## src/rtl/shift_arb_pkg.sv

```systemverilog
// Shared constants and transaction types for the shift-request arbiter.
// Widths default to the FHE datapath operand size.
package shift_arb_pkg;

   localparam int BIT_WIDTH_DEF = 108;
   localparam int SHAMT_W       = 7;
   localparam int ID_W_MAX      = 3;

   typedef struct packed {
      logic [BIT_WIDTH_DEF-1:0] data;
      logic [SHAMT_W-1:0]       shamt;
   } shift_req_t;

   typedef struct packed {
      logic [ID_W_MAX-1:0]      id;
      logic [BIT_WIDTH_DEF-1:0] data;
   } shift_rsp_t;

   // Round-robin successor of a requester index.
   function automatic int rr_next(input int idx, input int n);
      int nxt;
      if (idx + 1 >= n) begin
         nxt = 0;
      end else begin
         nxt = idx + 1;
      end
      return nxt;
   endfunction

endpackage

```

## src/rtl/fhe_rshift.sv

```systemverilog
// Combinational logical right shifter; shift amounts at or beyond the
// operand width produce zero.
module fhe_rshift #(
   parameter int W = 108,
   parameter int K = 7
) (
   input  logic [W-1:0] din,
   input  logic [K-1:0] k,
   output logic [W-1:0] dout
);

   // Zero-fill shift with explicit saturation to all-zero.
   always_comb begin
      dout = '0;
      if (int'(k) >= W) begin
         dout = '0;
      end else begin
         dout = din >> k;
      end
   end

endmodule

```

## src/rtl/rr_arbiter.sv

```systemverilog
// Combinational round-robin arbiter: first asserted request at or after ptr,
// wrapping modulo N.
module rr_arbiter #(
   parameter int N  = 4,
   parameter int IW = $clog2(N)
) (
   input  logic [N-1:0]  req,
   input  logic [IW-1:0] ptr,
   output logic [N-1:0]  grant,
   output logic [IW-1:0] grant_idx,
   output logic          grant_valid
);

   logic [IW:0] idx_s;

   // Scan requesters starting at ptr; the first hit wins.
   always_comb begin
      grant       = '0;
      grant_idx   = '0;
      grant_valid = 1'b0;
      idx_s       = '0;
      for (int k = 0; k < N; k++) begin
         idx_s = {1'b0, ptr} + (IW+1)'(k);
         if (idx_s >= (IW+1)'(N)) begin
            idx_s = idx_s - (IW+1)'(N);
         end else begin
            idx_s = idx_s;
         end
         if (!grant_valid && req[idx_s[IW-1:0]]) begin
            grant_valid               = 1'b1;
            grant[idx_s[IW-1:0]]      = 1'b1;
            grant_idx                 = idx_s[IW-1:0];
         end else begin
            grant_valid = grant_valid;
         end
      end
   end

endmodule

```

## src/rtl/shift_req_arbiter.sv

```systemverilog
// Round-robin arbiter feeding a two-stage issue/result pipeline around one
// shared right-shifter, with full response back-pressure.
module shift_req_arbiter #(
   parameter int NUM_REQ   = 4,
   parameter int BIT_WIDTH = shift_arb_pkg::BIT_WIDTH_DEF,
   parameter int SHAMT_W   = shift_arb_pkg::SHAMT_W,
   parameter int ID_W      = $clog2(NUM_REQ)
) (
   input  logic                         clk,
   input  logic                         rstn,
   input  logic [NUM_REQ-1:0]           req_valid,
   output logic [NUM_REQ-1:0]           req_ready,
   input  logic [NUM_REQ*BIT_WIDTH-1:0] req_data,
   input  logic [NUM_REQ*SHAMT_W-1:0]   req_shamt,
   output logic                         rsp_valid,
   input  logic                         rsp_ready,
   output logic [ID_W-1:0]              rsp_id,
   output logic [BIT_WIDTH-1:0]         rsp_data
);

   import shift_arb_pkg::*;

   logic                 s1_valid_r, s2_valid_r;
   logic [ID_W-1:0]      s1_id_r, s2_id_r, rr_ptr_r;
   logic [BIT_WIDTH-1:0] s1_data_r, s2_data_r;
   logic [SHAMT_W-1:0]   s1_shamt_r;

   logic                 s1_en_s, s2_en_s, fire_s, grant_valid_s;
   logic [NUM_REQ-1:0]   grant_s;
   logic [ID_W-1:0]      grant_idx_s;
   logic [BIT_WIDTH-1:0] sel_data_s, shift_out_s;
   logic [SHAMT_W-1:0]   sel_shamt_s;

   assign s2_en_s = !s2_valid_r || rsp_ready;
   assign s1_en_s = !s1_valid_r || s2_en_s;
   assign fire_s  = grant_valid_s && s1_en_s;

   // Ready is suppressed while reset is held so nothing can be accepted.
   assign req_ready = (rstn && s1_en_s) ? grant_s : {NUM_REQ{1'b0}};

   rr_arbiter #(.N(NUM_REQ), .IW(ID_W)) u_arb (
      .req         (req_valid),
      .ptr         (rr_ptr_r),
      .grant       (grant_s),
      .grant_idx   (grant_idx_s),
      .grant_valid (grant_valid_s)
   );

   // One-hot AND-OR mux of the winner's operand and shift amount.
   always_comb begin
      sel_data_s  = '0;
      sel_shamt_s = '0;
      for (int i = 0; i < NUM_REQ; i++) begin
         sel_data_s  = sel_data_s  | ({BIT_WIDTH{grant_s[i]}} & req_data[i*BIT_WIDTH +: BIT_WIDTH]);
         sel_shamt_s = sel_shamt_s | ({SHAMT_W{grant_s[i]}}   & req_shamt[i*SHAMT_W +: SHAMT_W]);
      end
   end

   fhe_rshift #(.W(BIT_WIDTH), .K(SHAMT_W)) u_shift (
      .din  (s1_data_r),
      .k    (s1_shamt_r),
      .dout (shift_out_s)
   );

   // Issue stage and round-robin pointer.
   always_ff @(posedge clk or negedge rstn) begin
      if (!rstn) begin
         s1_valid_r <= 1'b0;
         s1_id_r    <= '0;
         s1_data_r  <= '0;
         s1_shamt_r <= '0;
         rr_ptr_r   <= '0;
      end else if (s1_en_s) begin
         s1_valid_r <= fire_s;
         if (fire_s) begin
            s1_id_r    <= grant_idx_s;
            s1_data_r  <= sel_data_s;
            s1_shamt_r <= sel_shamt_s;
            rr_ptr_r   <= ID_W'(rr_next(int'(grant_idx_s), NUM_REQ));
         end
      end
   end

   // Result stage; held while the consumer stalls.
   always_ff @(posedge clk or negedge rstn) begin
      if (!rstn) begin
         s2_valid_r <= 1'b0;
         s2_id_r    <= '0;
         s2_data_r  <= '0;
      end else if (s2_en_s) begin
         s2_valid_r <= s1_valid_r;
         if (s1_valid_r) begin
            s2_id_r   <= s1_id_r;
            s2_data_r <= shift_out_s;
         end
      end
   end

   assign rsp_valid = s2_valid_r;
   assign rsp_id    = s2_id_r;
   assign rsp_data  = s2_data_r;

endmodule

```

## config.mk

```make
export PLATFORM = sky130hd
export DESIGN_NAME = shift_req_arbiter
export DESIGN_NICKNAME = d
export VERILOG_FILES = /design/src/rtl/shift_arb_pkg.sv /design/src/rtl/fhe_rshift.sv /design/src/rtl/rr_arbiter.sv /design/src/rtl/shift_req_arbiter.sv
export SDC_FILE = /design/constraint.sdc
export NUM_CORES = 1
export LEC_CHECK = 0
export CAP_MARGIN = 30
export CORE_AREA = 2 2 229 231
export CTS_BUF_LIST = sky130_fd_sc_hd__clkbuf_8
export CTS_CLUSTER_DIAMETER = 100
export DETAILED_ROUTE_END_ITERATION = 6
export DIE_AREA = 0 0 231 233
export PLACE_DENSITY = 0.66
export RECOVER_POWER = 50
export SLEW_MARGIN = 40
export SYNTH_ARGS = -nofsm -noshare
export SYNTH_HDL_FRONTEND = slang
export SYNTH_SLANG_ARGS = --single-unit
```

## constraint.sdc

```tcl
create_clock -name clk -period 4.8 [get_ports clk]
set_input_delay 1.2 -clock clk [delete_from_list [all_inputs] [get_ports clk]]
set_output_delay 1.2 -clock clk [all_outputs]
set_load 0.02 [all_outputs]
```

======== Yosys cells after proc, flatten, opt, wreduce, memory -nomap -nowiden ========
Index checks and enable logic that the tools add are counted.
W data, S select, Z words.
word-level totals
  input bits .............................. 467
  output and inout bits ................... 115
  bits in registers ....................... 231
operators by class
  $lt $le $gt $ge ......................... 14
  reductions and logical operators ........ 18
  shift-type cells ........................ 1
  bitwise operators ....................... 17
  mux-type cells .......................... 35
  add/subtract/negate cells ............... 8
operator list
  cell                   count
  $and A108 B108 Y108    4
  $or A108 B108 Y108     3
  $mux W108              1
  $shr A108 B7 Y108      1
  $and A7 B7 Y7          4
  $or A7 B7 Y7           3
  $mux W4                5
  $mux W2                9
  $ge A3 B3 Y1 const B   4
  $lt A2 B3 Y1 const B   4
  $mux W1                12
  $or A4 B4 Y4           3
  $logic_and A1 B1 Y1    9
  $bmux W1 S2            4
  $demux W1 S2           4
  $ge A2 B1 Y1 const B   4
  $sub A2 B1 Y2 const B  4
  $ge A7 B7 Y1 const B   1
  $add A2 B1 Y3 const B  2
  $add A2 B2 Y3 const B  2
  $logic_not A1 Y1       5
  $reduce_and A2 Y1      2
  $ge A2 B3 Y1 const B   1
  $logic_or A1 B1 Y1     2

======== Logic depth before layout (Yosys ltp) ========
  depth after elaboration ................. 18
  depth in mapped cells ................... 13
  gate-level depth less buffers ........... 8

======== Cells and area by module ========
From an unflattened synthesis, not the netlist that was laid out.
second synthesis, totals
  cell total of the unflattened synthesis .. 1976
  area, all modules ....................... 20044.2 sq um
modules (own cells, without submodules)
  module             area each (sq um)  cells each  instances
  shift_req_arbiter  10789.1            920         1
  fhe_rshift         8833.5             1011        1
  rr_arbiter         421.7              45          1

======== Worst setup path before layout ========
OpenSTA, ideal clock, no wires.
  path kind ............................... reg-to-output
  start point ............................. reg rr_ptr_r[1]
  end point ............................... out req_ready[0]
  data required time ...................... 3600 ps
  buffers on the path ..................... 5
  cell stages (with the launch flop) ...... 12
  arrival ................................. 3210 ps
  path slack .............................. 390 ps
  path through ............................ dfrtp_1 > clkbuf_1 > inv_1 > ha_1 > buf_2 > mux4_2 > nor4b_4 > a22o_1 > buf_4 > buf_6 > clkbuf_1 > nor2b_1
between the ends
  longest elaborated chain between the ends .. 15
  elaborated cells on any way between the ends .. 60
ends and longest elaborated chain
  what                                                                    line                     source
  start, declared                                                         shift_req_arbiter.sv:24  logic [ID_W-1:0] s1_id_r, s2_id_r, rr_ptr_r;
  start signal, assigned                                                  shift_req_arbiter.sv:79  rr_ptr_r <= ID_W'(rr_next(int'(grant_idx_s), NUM_REQ));
  parallel branches: the longest is 13 deep, another holds $add A2 B1 Y3  n/a
  $mux W4 (*)                                                             rr_arbiter.sv:29         if (!grant_valid && req[idx_s[IW-1:0]]) begin
  $mux W4 (*)                                                             shift_req_arbiter.sv:39  assign req_ready = (rstn && s1_en_s) ? grant_s : {NUM_REQ{1'b0}};
  end, declared                                                           shift_req_arbiter.sv:12  output logic [NUM_REQ-1:0] req_ready,
Mark *: on every way between the ends. The select of a mux whose other input is x is not followed.

======== Worst setup path in the final report ========
  start point ............................. in req_valid[1]
  end point ............................... out req_ready[1]
between the ends
  longest elaborated chain between the ends .. 13
  elaborated cells on any way between the ends .. 25
ends and longest elaborated chain
  what                           line                     source
  start, declared                shift_req_arbiter.sv:11  input logic [NUM_REQ-1:0] req_valid,
  $bmux W1 S2                    rr_arbiter.sv:29
  $mux W1 (not written as such)  rr_arbiter.sv:29
  $mux W1                        rr_arbiter.sv:29
  $logic_not A1 Y1               rr_arbiter.sv:29
  $logic_and A1 B1 Y1            rr_arbiter.sv:29
  $mux W1                        rr_arbiter.sv:29
  $logic_not A1 Y1               rr_arbiter.sv:29
  $logic_and A1 B1 Y1            rr_arbiter.sv:29
  $mux W1                        rr_arbiter.sv:29
  $logic_not A1 Y1               rr_arbiter.sv:29
  $logic_and A1 B1 Y1            rr_arbiter.sv:29
  $mux W4 (*)                    rr_arbiter.sv:29
  $mux W4 (*)                    shift_req_arbiter.sv:39
Mark *: on every way between the ends. The rest lies on a longest branch, timed or not. The select of a mux whose other input is x is not followed.

==> metrics.txt <==
ANT nets after route=0; Final min period=4.72 ns; Post-Syn Area=18600 um^2; power per unit of standard cell area=872 nW/um^2; synthesis warning total=0; GPL Wtd Cong=0.973; antenna violations before repair=5; Period Utilization, post-route=98.3%; data required time at the worst endpoint=3.60 ns; Setup CP Type=in2out; Worst Hold Endpoint=rsp_data[76]; via count=19400; Synth Register Bits=231; RSZ-0062 raised after global routing=no; die span in x=231 um; filler cell count in the final layout=4784; Tot GR Track Use=31.6%; clock latency on the worst-skew pair=0.62 ns; Fmax achieved=212 MHz; worst path setup slack after routing=0.0811 ns; post-DP HPWL=68200 um; CTS Hold Buffers Added=0; CTS tree=done; top cell type's share of synthesized area=31.1%; number of global-route vias before repair=19100; Worst Setup Start Kind=input port; Die Footprint=53800 um^2; IO Count=582; top cell type by total area after synthesis=dfrtp_1; final routed wirelength across all metal layers=86700 um; clk root buf=clkbuf_8; TritonCTS Buffers=43; outcome=finished with violations; pins over their slew limit=112; ratio of cells with drive above 1 in the final layout=16.5%; Core Footprint=51100 um^2; crit path DAT=3.52 ns; dominant synthesized flop cell=dfrtp_1; DR WL/cell=27.4 um; count of input and output buffers=581; number of buffers on the longest clock path=3; Mapped Nets=2409; overflow left after global routing=0; Final Setup Violations=0; maximum fanout along the worst path=9; transition time of the tightest slew-check pin=2.23 ns; Critical Path Sink Type=primary output; Layout area overhead=40.2%; maximum level of the CTS H-tree=2; Post-Synthesis Cells=1936; vias per cell=6.12; 1st-pass router iterations=5; Std-Cell Rows=83; number of nets in the final layout=2920; die extent in y=233 um; maximum number of pins on one net before global-route repair=173; launch instance of the worst register-to-register path=rr_ptr_r[1]; number of max-cap violations=2; clock slew seen by the registers of the worst setup and hold paths=0.06 ns; final hold violation count=0; violated checks=capacitance limit, slew limit; biggest area contributors in the synthesized netlist=dfrtp_1 (31%), mux4_2 (15%), mux2_2 (6.5%), mux2i_1 (5.8%), a221oi_1 (4.9%); first-pass GRT wire length=127000 um; worst-case reg-to-reg path depth=11; Worst VDD drop=571 uV; FF-to-FF setup slack=0.68 ns; share of the yosys chip area belonging to registers=31.1%; drt initial violations=1579; hold path depth=2; Commonest cells post-synth=nand2_1 (233), dfrtp_1 (231), nor2_1 (216); classification of the worst-slack hold path=reg2reg; HP Start=rsp_data[76]; Max transition margin=-48.3%; most frequently used cell type in the post-synthesis netlist=nand2_1; post-synthesis area per instance=9.61 um^2; Initial Util=36.4%; worst reg2reg endpoint=s1_data_r[75]; placement-stage worst setup slack=-0.125 ns; leakage power total=9.99 nW; Post-synth ARST share=100%; total power after layout=22.7 mW; clk_skew=0.0425 ns; final routed DRC violation total=0; number of flops mapped to enable cells by yosys=0; number of distinct library cells after synthesis=69; Sinks on Clock Net=231
-- registers in the layout, indices dropped and copies added, names as in the netlist, named ones only --
signal	flops
rsp_data	108
s1_data_r	108
s1_shamt_r	7
rsp_id	2
s1_id_r	2
rr_ptr_r	1
rsp_valid	1
s1_valid_r	1
-- how the worst max path moves through the flow --
stage	endpoint	slack, ns	startpoint
after global routing	req_ready[1]	0.03	req_valid[1]
after CTS	req_ready[1]	0.10	req_valid[1]
after global placement	req_ready[1]	-0.08	req_valid[1]
final	req_ready[1]	0.08	req_valid[1]
after floorplan	req_ready[0]	0.39	rr_ptr_r[1]
after detailed placement	req_ready[3]	-0.13	req_valid[1]
-- critical path: stages --
cell             delay [ns]
clkdlybuf4s50_1        0.53
mux4_2                 0.55
buf_4                  0.20
a221o_1                0.36
a22o_4                 0.22
nor2b_1                0.12
dlygate4sd2_1          0.34
-- kinds of logic after synthesis --
| logic type | Yosys count | share of synthesized area [%] |
|---|---|---|
| AO/OA/AOI/OAI | 639 | 25.4 |
| XOR/XNOR | 1 | 0.0471 |
| adder cells (fa/ha/maj) | 6 | 0.403 |
| buffers and inverters | 207 | 4.96 |
| flip-flops | 231 | 31.1 |
| multiplexers | 336 | 26.9 |
| AND/OR/NAND/NOR | 516 | 11.3 |
-- metal layers --
metal	vias to the layer above	wire length, um	GRT usage [%]
met3	131	5990	5.17
met1	9800	37600	43.3
met4	0	2430	9.80
li1	8582	-	-
met2	853	40700	50.9
met5	-	0	0
-- metrics by stage --
stage / cell area [um^2] / util [%] / hold slack, ns / TNS (ns) / cells
2_1_floorplan: 18600 / - / 0.439 / 0 / 1936
3_3_place_gp: 25100 / 49.1 / 0.468 / -0.252 / 3078
3_5_place_dp: 25100 / 49.2 / 0.474 / -0.425 / 3079
4_1_cts: 26100 / 51.0 / 0.376 / 0 / 3156
6_report: 26100 / 51.1 / 0.471 / 0 / 3164
5_1_grt: 26100 / 51.1 / 0.504 / 0 / 3164
-- cells in the final DEF (no fill, tap or decap), types with 10 or more instances in the layout --
master	instances
a211oi_1	10
a21oi_1	33
a221o_1	13
a221oi_1	103
a221oi_2	21
a22o_1	17
a22oi_1	17
a31oi_1	123
buf_4	65
clkbuf_8	56
clkdlybuf4s50_1	534
dfrtp_1	228
dlygate4sd3_1	42
inv_1	22
mux2_2	108
mux2i_1	108
mux4_2	120
nand2_1	232
nor2_1	216
nor3_1	19
o21a_1	116
o21ai_0	82
o221ai_1	10
o22ai_1	31
-- power breakdown --
group	internal, mW	total, mW	switching, mW
Sequential	2.83	3.89	1.07
Combinational	6.85	16.8	9.95
Clock	1.16	2.04	0.888
-- layout make-up --
type	count	area [um^2]	share of cell area (%)
multi-input cells	1498	12000	45.9
repair buffers	660	6480	24.9
flip-flops and latches	231	5790	22.2
well taps	680	851	3.26
clock buffers	56	771	2.95
clock inverters	21	153	0.585
inverters	13	58.8	0.225
diodes	5	12.5	0.0480
-- what timing repair did --
| item | CTS | global route |
|---|---|---|
| hold endpoints to repair | 0 | 0 |
| resized for setup | 6 | 0 |
| setup endpoints to repair | 4 | 0 |
| setup buffers | 0 | 0 |
No activity file was read; power rests on OpenSTA's default activity.
